--- src/rtl/nes_pad_reader.sv ---
// NES pad serial front end: polls the 4021 via latch/clock pins, returns an active-high button byte.
// Latency: buttons/valid update one cycle after DONE; frame = LATCH_CYCLES + 15*HALF_PERIOD + 1 cycles.
// No backpressure: valid is a one-cycle pulse; optional debounce via `define PAD_DEBOUNCE_EN.
module nes_pad_reader #(
    parameter int POLL_CYCLES  = 200000,
    parameter int LATCH_CYCLES = 600,
    parameter int HALF_PERIOD  = 300
) (
    input  logic       clk,
    input  logic       rst,
    input  logic       pad_data,
    output logic       pad_latch,
    output logic       pad_clk,
    output logic [7:0] buttons,
    output logic       valid
);

    localparam int PW     = (POLL_CYCLES > 2) ? $clog2(POLL_CYCLES) : 1;
    localparam int PH_MAX = (LATCH_CYCLES > HALF_PERIOD) ? LATCH_CYCLES : HALF_PERIOD;
    localparam int HW     = (PH_MAX > 2) ? $clog2(PH_MAX) : 1;

    localparam logic [PW-1:0] POLL_LAST  = PW'(POLL_CYCLES - 1);
    localparam logic [HW-1:0] LATCH_LAST = HW'(LATCH_CYCLES - 1);
    localparam logic [HW-1:0] HALF_LAST  = HW'(HALF_PERIOD - 1);

    typedef enum logic [2:0] {
        IDLE  = 3'd0,
        LATCH = 3'd1,
        LOW   = 3'd2,
        HIGH  = 3'd3,
        DONE  = 3'd4
    } state_t;

    state_t        state;
    state_t        state_nxt;
    logic [PW-1:0] poll_cnt;
    logic          start;
    logic [HW-1:0] phase;
    logic [HW-1:0] phase_nxt;
    logic [2:0]    bit_cnt;
    logic [2:0]    bit_nxt;
    logic          capture;
    logic          commit;
    logic          sync_q1;
    logic          sd;
    logic [7:0]    raw;

    // Two-flop synchronizer for the asynchronous pad data line
    always_ff @(posedge clk or negedge rst) begin
        if (!rst) begin
            sync_q1 <= 1'b0;
            sd      <= 1'b0;
        end else begin
            sync_q1 <= pad_data;
            sd      <= sync_q1;
        end
    end

    // Free-running poll counter; the wrap cycle kicks off a frame
    always_ff @(posedge clk or negedge rst) begin
        if (!rst) begin
            poll_cnt <= '0;
        end else if (poll_cnt == POLL_LAST) begin
            poll_cnt <= '0;
        end else begin
            poll_cnt <= poll_cnt + PW'(1);
        end
    end

    assign start = (poll_cnt == POLL_LAST);

    // FSM state, phase and bit counters
    always_ff @(posedge clk or negedge rst) begin
        if (!rst) begin
            state   <= IDLE;
            phase   <= '0;
            bit_cnt <= 3'd0;
        end else begin
            state   <= state_nxt;
            phase   <= phase_nxt;
            bit_cnt <= bit_nxt;
        end
    end

    // Next-state logic; capture fires on the last cycle of each LOW half period
    always_comb begin
        state_nxt = state;
        phase_nxt = phase + HW'(1);
        bit_nxt   = bit_cnt;
        capture   = 1'b0;
        case (state)
            IDLE: begin
                phase_nxt = '0;
                if (start) begin
                    state_nxt = LATCH;
                end
            end
            LATCH: begin
                if (phase == LATCH_LAST) begin
                    state_nxt = LOW;
                    phase_nxt = '0;
                    bit_nxt   = 3'd0;
                end
            end
            LOW: begin
                if (phase == HALF_LAST) begin
                    capture   = 1'b1;
                    phase_nxt = '0;
                    state_nxt = (bit_cnt == 3'd7) ? DONE : HIGH;
                end
            end
            HIGH: begin
                if (phase == HALF_LAST) begin
                    phase_nxt = '0;
                    bit_nxt   = bit_cnt + 3'd1;
                    state_nxt = LOW;
                end
            end
            DONE: begin
                phase_nxt = '0;
                state_nxt = IDLE;
            end
            default: begin
                phase_nxt = '0;
                state_nxt = IDLE;
            end
        endcase
    end

    // Raw shift capture: pad data is active low, store as pressed = 1
    always_ff @(posedge clk or negedge rst) begin
        if (!rst) begin
            raw <= 8'h00;
        end else if (capture) begin
            raw[bit_cnt] <= ~sd;
        end
    end

`ifdef PAD_DEBOUNCE_EN
    logic [7:0] prev_raw;

    // Previous-frame raw byte; a commit needs two identical frames in a row
    always_ff @(posedge clk or negedge rst) begin
        if (!rst) begin
            prev_raw <= 8'h00;
        end else if (state == DONE) begin
            prev_raw <= raw;
        end
    end

    assign commit = (state == DONE) && (raw == prev_raw);
`else
    assign commit = (state == DONE);
`endif

    // Registered pad pins decoded from the next state, so they are glitch-free and aligned
    always_ff @(posedge clk or negedge rst) begin
        if (!rst) begin
            pad_latch <= 1'b0;
            pad_clk   <= 1'b0;
        end else begin
            pad_latch <= (state_nxt == LATCH);
            pad_clk   <= (state_nxt == HIGH);
        end
    end

    // Button byte and its valid pulse, written together on a commit
    always_ff @(posedge clk or negedge rst) begin
        if (!rst) begin
            buttons <= 8'h00;
            valid   <= 1'b0;
        end else begin
            valid <= commit;
            if (commit) begin
                buttons <= raw;
            end
        end
    end

endmodule

--- config.mk ---
export PLATFORM = sky130hd
export DESIGN_NAME = nes_pad_reader
export DESIGN_NICKNAME = d
export VERILOG_FILES = /design/src/rtl/nes_pad_reader.sv
export SDC_FILE = /design/constraint.sdc
export NUM_CORES = 1
export LEC_CHECK = 0
export CAP_MARGIN = 20
export CORE_ASPECT_RATIO = 1.25
export CORE_MARGIN = 1
export CORE_UTILIZATION = 29
export DETAILED_ROUTE_END_ITERATION = 10
export GPL_TIMING_DRIVEN = 0
export MAX_ROUTING_LAYER = met4
export PLACE_DENSITY = 0.48
export SLEW_MARGIN = 30
export SYNTH_ARGS = -nofsm -noshare
export SYNTH_HDL_FRONTEND = slang
export SYNTH_SLANG_ARGS = --single-unit
--- constraint.sdc ---
create_clock -name clk -period 2.1 [get_ports clk]
set_input_delay 0.525 -clock clk [delete_from_list [all_inputs] [get_ports clk]]
set_output_delay 0.525 -clock clk [all_outputs]
set_load 0.005 [all_outputs]
---- Yosys cells after proc, flatten, opt, wreduce, memory -nomap -nowiden ----
Cells that the tools add are included.
word-level totals
  RAM bits ................................ 0
  ROM bits ................................ 0
  logic and storage cells ................. 52
  memories ................................ 0
  bits in latches ......................... 0
  output and inout bits ................... 11
  bits in registers ....................... 55
  input bits .............................. 3
operators by class
  mux-type cells .......................... 18
  equal/unequal tests ..................... 12
  bitwise operators ....................... 1
  add/subtract/negate cells ............... 3
  div/mod/pow operators ................... 0
  $mul .................................... 0
  reduce and logical (&&, ||, !) cells .... 5
  order comparisons ....................... 2
  shift operators ......................... 0
operators by type and width
  cell                                                                                 count
  3-bit 2-to-1 mux                                                                     7
  10-bit 2-to-1 mux                                                                    2
  10-bit one-hot mux with 2 select lines                                               1
  18-bit by 1-bit adder with 18-bit output, second input constant                      1
  18-bit equality test, second input constant                                          1
  18-bit 2-to-1 mux                                                                    1
  3-bit one-hot mux with 4 select lines                                                1
  10-bit by 1-bit adder with 10-bit output, second input constant                      1
  10-bit equality test, second input constant                                          1
  10-bit by 9-bit equality test with 1-bit output, second input constant               1
  3-bit by 2-bit equality test with 1-bit output, second input constant                3
  8-bit bitwise mux                                                                    1
  3-bit by 1-bit equality test with 1-bit output, second input constant                2
  3-bit equality test, second input constant                                           2
  3-bit one-hot mux with 2 select lines                                                1
  3-bit by 4-bit < comparator with 1-bit output, second input constant                 1
  2-bit inequality test, second input constant                                         2
  3-bit by 1-bit adder with 3-bit output, second input constant                        1
  1-bit demux with 3-bit select                                                        1
  3-bit by 1-bit greater-or-equal comparator with 1-bit output, second input constant  1
  3-bit zero test                                                                      1
  1-bit 2-to-1 mux                                                                     3
  3-bit AND reduction                                                                  1
  2-bit nonzero test                                                                   1
  3 further kinds                                                                      3

---- Depth between registers and ports, before layout ----
  depth in word-level cells ............... 5
  depth in mapped cells ................... 6
  mapped depth without buffers ............ 5

---- Worst setup path after synthesis ----
No wires, ideal clock.
  path kind ............................... register to register
  start ................................... register phase[3]
  end ..................................... register state[0]
  period minus slack after synthesis ...... 1.717 ns
  data required time ...................... 1.968 ns
  library setup time ...................... 0.132 ns
  arrival time ............................ 1.586 ns
  stages on the path, launching flop included .. 5
  slack ................................... 0.383 ns
  buffers on the path ..................... 0
  cells stage by stage .................... dfrtp_1 > or4b_4 > o31ai_4 > o22ai_1 > or3b_1
between the ends
  cells in the longest elaborated chain, start to end .. 3
  elaborated cells on any way between the ends .. 6
  those cells by class .................... eq/ne: 2; mux: 4
ends and longest elaborated chain
  item                                                                                     RTL line      text
  start: declaration                                                                       38            logic [HW-1:0] phase;
  start signal: assignment                                                                 80            phase <= phase_nxt;
  10-bit by 9-bit equality test with 1-bit output or 10-bit equality test (tied branches)  106, 113, 99
  3-bit 2-to-1 mux (on tied branches)                                                      113, 106, 99
  3-bit one-hot mux with 4 select lines (*)                                                91            case (state)
  via state_nxt[0]                                                                         35            state_t state_nxt;
  end signal: assignment                                                                   79            state <= state_nxt;
  end: declaration                                                                         34            state_t state;
The timed path passes the listed nets; every way through them passes the cells marked *.
A chain may end at the register's enable or synchronous reset.

---- Final worst setup path ----
  start ................................... register phase[0]
  end ..................................... register raw[6]
between the ends
  cells in the longest elaborated chain, start to end .. 3
ends and longest elaborated chain
  item                                             RTL line  text
  10-bit by 9-bit equality test with 1-bit output  106       if (phase == HALF_LAST) begin
  1-bit 2-to-1 mux                                 106
  1-bit 2-to-1 mux                                 91
  end signal: indexed assignment                   135       raw[bit_cnt] <= ~sd;
  end: declaration                                 46        logic [7:0] raw;
Every way passes these cells.

==> parameters.txt <==
Parameter                              Value

Cells and area
  Count of antenna diodes in the layout ... 0
  Area of the multi-input gates ... 1140 µm²
  Proportion of layout cells with a drive suffix above 1 ... 13.8%
  Non-Filler Instances ... 381
  Nets ... 267
  Area added between synthesis and finish ... 14.9%
  Combined flip-flop and latch cell area ... 1380 µm²
  Fill cells ... 893

Power and ir drop
  Ratio of total power to cell area ... 559 nW/µm²
  Static leakage power ... 0.00126 µW
  Clock network power share ... 34.3%
  Peak supply drop ... 0.276 mV
  Sequential fraction of design power ... 63.9%
  Net switching share of the total power ... 21.7%
  P_int ... 1300 µW
  Combinational group share of total power ... 1.8%
  Sw Pwr ... 360 µW

Floorplan
  Num rows ... 38
  Die outline height ... 108 µm
  Starting Density ... 29.9%
  Area of the placeable core ... 8650 µm²
  Horizontal die dimension ... 86.4 µm
  I/O pin total ... 14
  Total die area ... 9290 µm²

Critical path
  Maximum fanout encountered on the critical timing path ... 10
  Crit path largest cell delay ... 0.40 ns
  Standard cell with the maximum stage delay on the critical path ... dfrtp_1
  Setup Crit Path Kind ... reg -> reg
  Critical path launch point type ... register
  Endpoint kind of the worst setup timing path ... register
  Critical Path RT ... 2.28 ns
  Worst EP arrival ... 2.09 ns
  Cell-by-cell trace of the critical path ... ha_1, and3_2, nand4_1, buf_2, o21ai_0, o31ai_1

Logic synthesis
  Number of synthesized flops with an enable pin ... 0
  Net Count, Synth ... 246
  Post-synthesis cell count ... 239
  Sequential share of the synthesized area ... 53.3%
  Register bit total from synthesis ... 55
  Number of library cell types mapped by synthesis ... 44
  Warnings from Yosys ... 0
  Biggest area contributors in the synthesized netlist ... dfrtp_1 53%, mux2_2 3.9%, xnor2_1 3.7%
  Post-synth top area cell ... dfrtp_1
  Area of the mapped netlist ... 2580 µm²
  Top-area cell type share of the netlist area ... 53.3%
  Average size of a mapped cell ... 10.8 µm²
  Fraction of synthesis flops using an asynchronous set or reset pin ... 100%
  Synth Flop Type ... dfrtp_1

Drt
  Total routed wirelength ... 4.80 mm
  Post-DRT Antenna Nets ... 0
  Pre-antenna DRT Iters ... 4
  Via count ... 1805
  Iteration-0 DRC count of the detailed router ... 94
  Wire length per cell ... 12.6 µm
  Number of remaining DRC errors ... 0
  Per-cell via count in the routed design ... 4.74

CTS
  Buffer depth of the longest clock path ... 2
  Clk_lat worst skew ... 0.30 ns
  Clock sink total ... 55
  Cts hold-fix bufs ... 0
  Setup fix buffers added after clock tree synthesis ... 0
  H-tree depth reported by CTS ... 2
  Clock tree from TritonCTS ... yes
  Resized cells post-CTS ... 0
  Num CTS Buffers ... 5
  Root Buffer ... clkbuf_8
  Clock transition at the registers of the reported paths ... 0.10 ns

Status
  Result of the run ... complete, no violations

Placed design
  RePlAce Congestion ... 0.719
  Hpwl dp ... 3.33 mm
  Cell Count Post-Placement ... 373
  Pre-CTS WS ... 0.117 ns
  Port Buffers ... 13

STA
  Max Clock Freq ... 0.524 GHz
  Worst Skew ... 0.00946 ns
  Post-route clock period utilization ... 90.9%
  Total of endpoints with negative setup slack in the final report ... 0
  Period minus WS final ... 1.91 ns
  Number of pins with negative max-slew slack in the final report ... 0
  Setup repair after global routing missed its margin ... false
  Min setup slack post-route ... 0.192 ns
  Relative max-transition margin ... 69.9%
  Slew of the pin with the lowest slew margin ... 0.447 ns
  Total count of hold-check failures in the final report ... 0

Hold path
  Type of the tightest min-delay check ... in -> async

GRT
  Gr ovfl total ... 0
  Pin count of the biggest net entering global routing ... 41
  Vias in the first global route ... 1764
  First-pass GRT wire length ... 8.53 mm
  Antenna violations before repair ... 0
  Total routing usage reported by global routing ... 12.0%

Flow run
  Max-capacitance violation count ... 0
## metrics by stage
stage                     utilization [%]  setup TNS [ns]  total power, µW  instance area (µm²)  hold WS [ns]
final                                34.3               0             1660                 2970        0.0736
after CTS                            34.3               0             1700                 2970        0.0675
after floorplan                         -               0             1080                 2580         0.229
after global placement               33.1          -70.02             1110                 2860         0.343
after global routing                 34.3               0             1750                 2970        0.0612
after detailed placement             33.3               0             1110                 2880         0.349
## cell usage after synthesis (all sizes together), types with 3 or more instances
cell and count:
nand3 13, ha 4, nand4 8, nor3 9, o22ai 3, or3b 3
inv 6, dfrtp 55, nand2 14, xor2 10, clkbuf 3, a211o 3
buf 7, o31ai 9, o21ai 9, xnor2 11, nor2b 4, mux2 9
and3 9, nor3b 3, nor2 22, nor4 5, nand3b 3
## power by group through the flow
stage	combinational, µW	sequential, µW	clock (µW)
2_1_floorplan	1.87	1080	0
4_1_cts	33.3	1060	607
3_3_place_gp	28.7	1080	0
5_1_grt	36.4	1060	652
3_5_place_dp	33.1	1080	0
6_report	30.7	1060	570
## cell type report
class	instances	area share [%]
Sequential cell	55	46.4
Multi-Input combinational cell	168	38.5
Tap cell	120	5.06
Timing Repair Buffer	14	4.97
Clock buffer	6	2.44
Buffer	10	1.52
Inverter	6	0.759
Clock inverter	2	0.421
## cells in the final DEF (no fill, tap or decap), types with 2 or more instances in the layout
| cell type | netlist | routed |
|---|---|---|
| nand3b_1 | 3 | 3 |
| clkdlybuf4s50_1 | 0 | 12 |
| or3b_2 | 2 | 2 |
| clkbuf_1 | 3 | 4 |
| buf_2 | 6 | 6 |
| nor2b_1 | 4 | 4 |
| and3_1 | 8 | 8 |
| nor3_1 | 9 | 9 |
| ha_1 | 4 | 4 |
| nand2_1 | 14 | 14 |
| clkbuf_8 | 0 | 5 |
| nor4_1 | 4 | 4 |
| nor3b_1 | 3 | 3 |
| inv_1 | 6 | 6 |
| mux2_2 | 9 | 9 |
| xnor2_1 | 11 | 11 |
| a211o_1 | 3 | 3 |
| o22ai_1 | 3 | 3 |
| nand4_1 | 8 | 8 |
| dfrtp_1 | 55 | 55 |
| xor2_1 | 10 | 10 |
| nand2b_1 | 2 | 2 |
| o21ai_0 | 9 | 9 |
| nand3_1 | 13 | 13 |
| nor2_1 | 22 | 21 |
| o31ai_1 | 8 | 8 |
## per-layer routing
layer / part of all wire [%] / up-vias / track usage, %
li1: - / 898 / -
met5: 0 / - / -
met2: 47 / 28 / 18.1
met1: 49 / 873 / 15.6
met3: 2.5 / 6 / 2.61
met4: 1.9 / 0 / 4.64
## state kept, by name, indices dropped and copies added (netlist names)
register	flops
poll_cnt	18
phase	10
buttons	8
raw	8
bit_cnt	3
state	3
pad_clk	1
pad_latch	1
sd	1
sync_q1	1
valid	1
## kinds of logic after synthesis
family / share of synthesized area (%)
multiplexers: 3.92
adder cells (fa/ha/maj): 1.94
buffers and inverters: 2.61
AND/OR/NAND/NOR: 22.7
flip-flops: 53.3
XOR/XNOR: 7.12
AO/OA/AOI/OAI: 8.43
## worst max-delay path, delay by kind of cell (launching register included)
family	cells	cell delay, ns
adders and majority gates	1	0.25
buffers and inverters	1	0.32
and+or+nand+nor	2	0.56
DFF	1	0.40
AOI/OAI and AO/OA	2	0.27
## worst paths after layout
path	startpoint	endpoint	slack, ns	depth (start not counted)
setup / recovery	phase[0]	raw[6]	0.19	6
hold / removal	rst	poll_cnt[10]	0.07	1
setup reg to reg	phase[0]	raw[6]	0.19	6
hold reg to reg	sync_q1	sd	0.36	0
max in group asynchronous	rst	phase[4]	1.55	2
min in group clk	sync_q1	sd	0.36	0
Power figures use the tool's default switching activity.
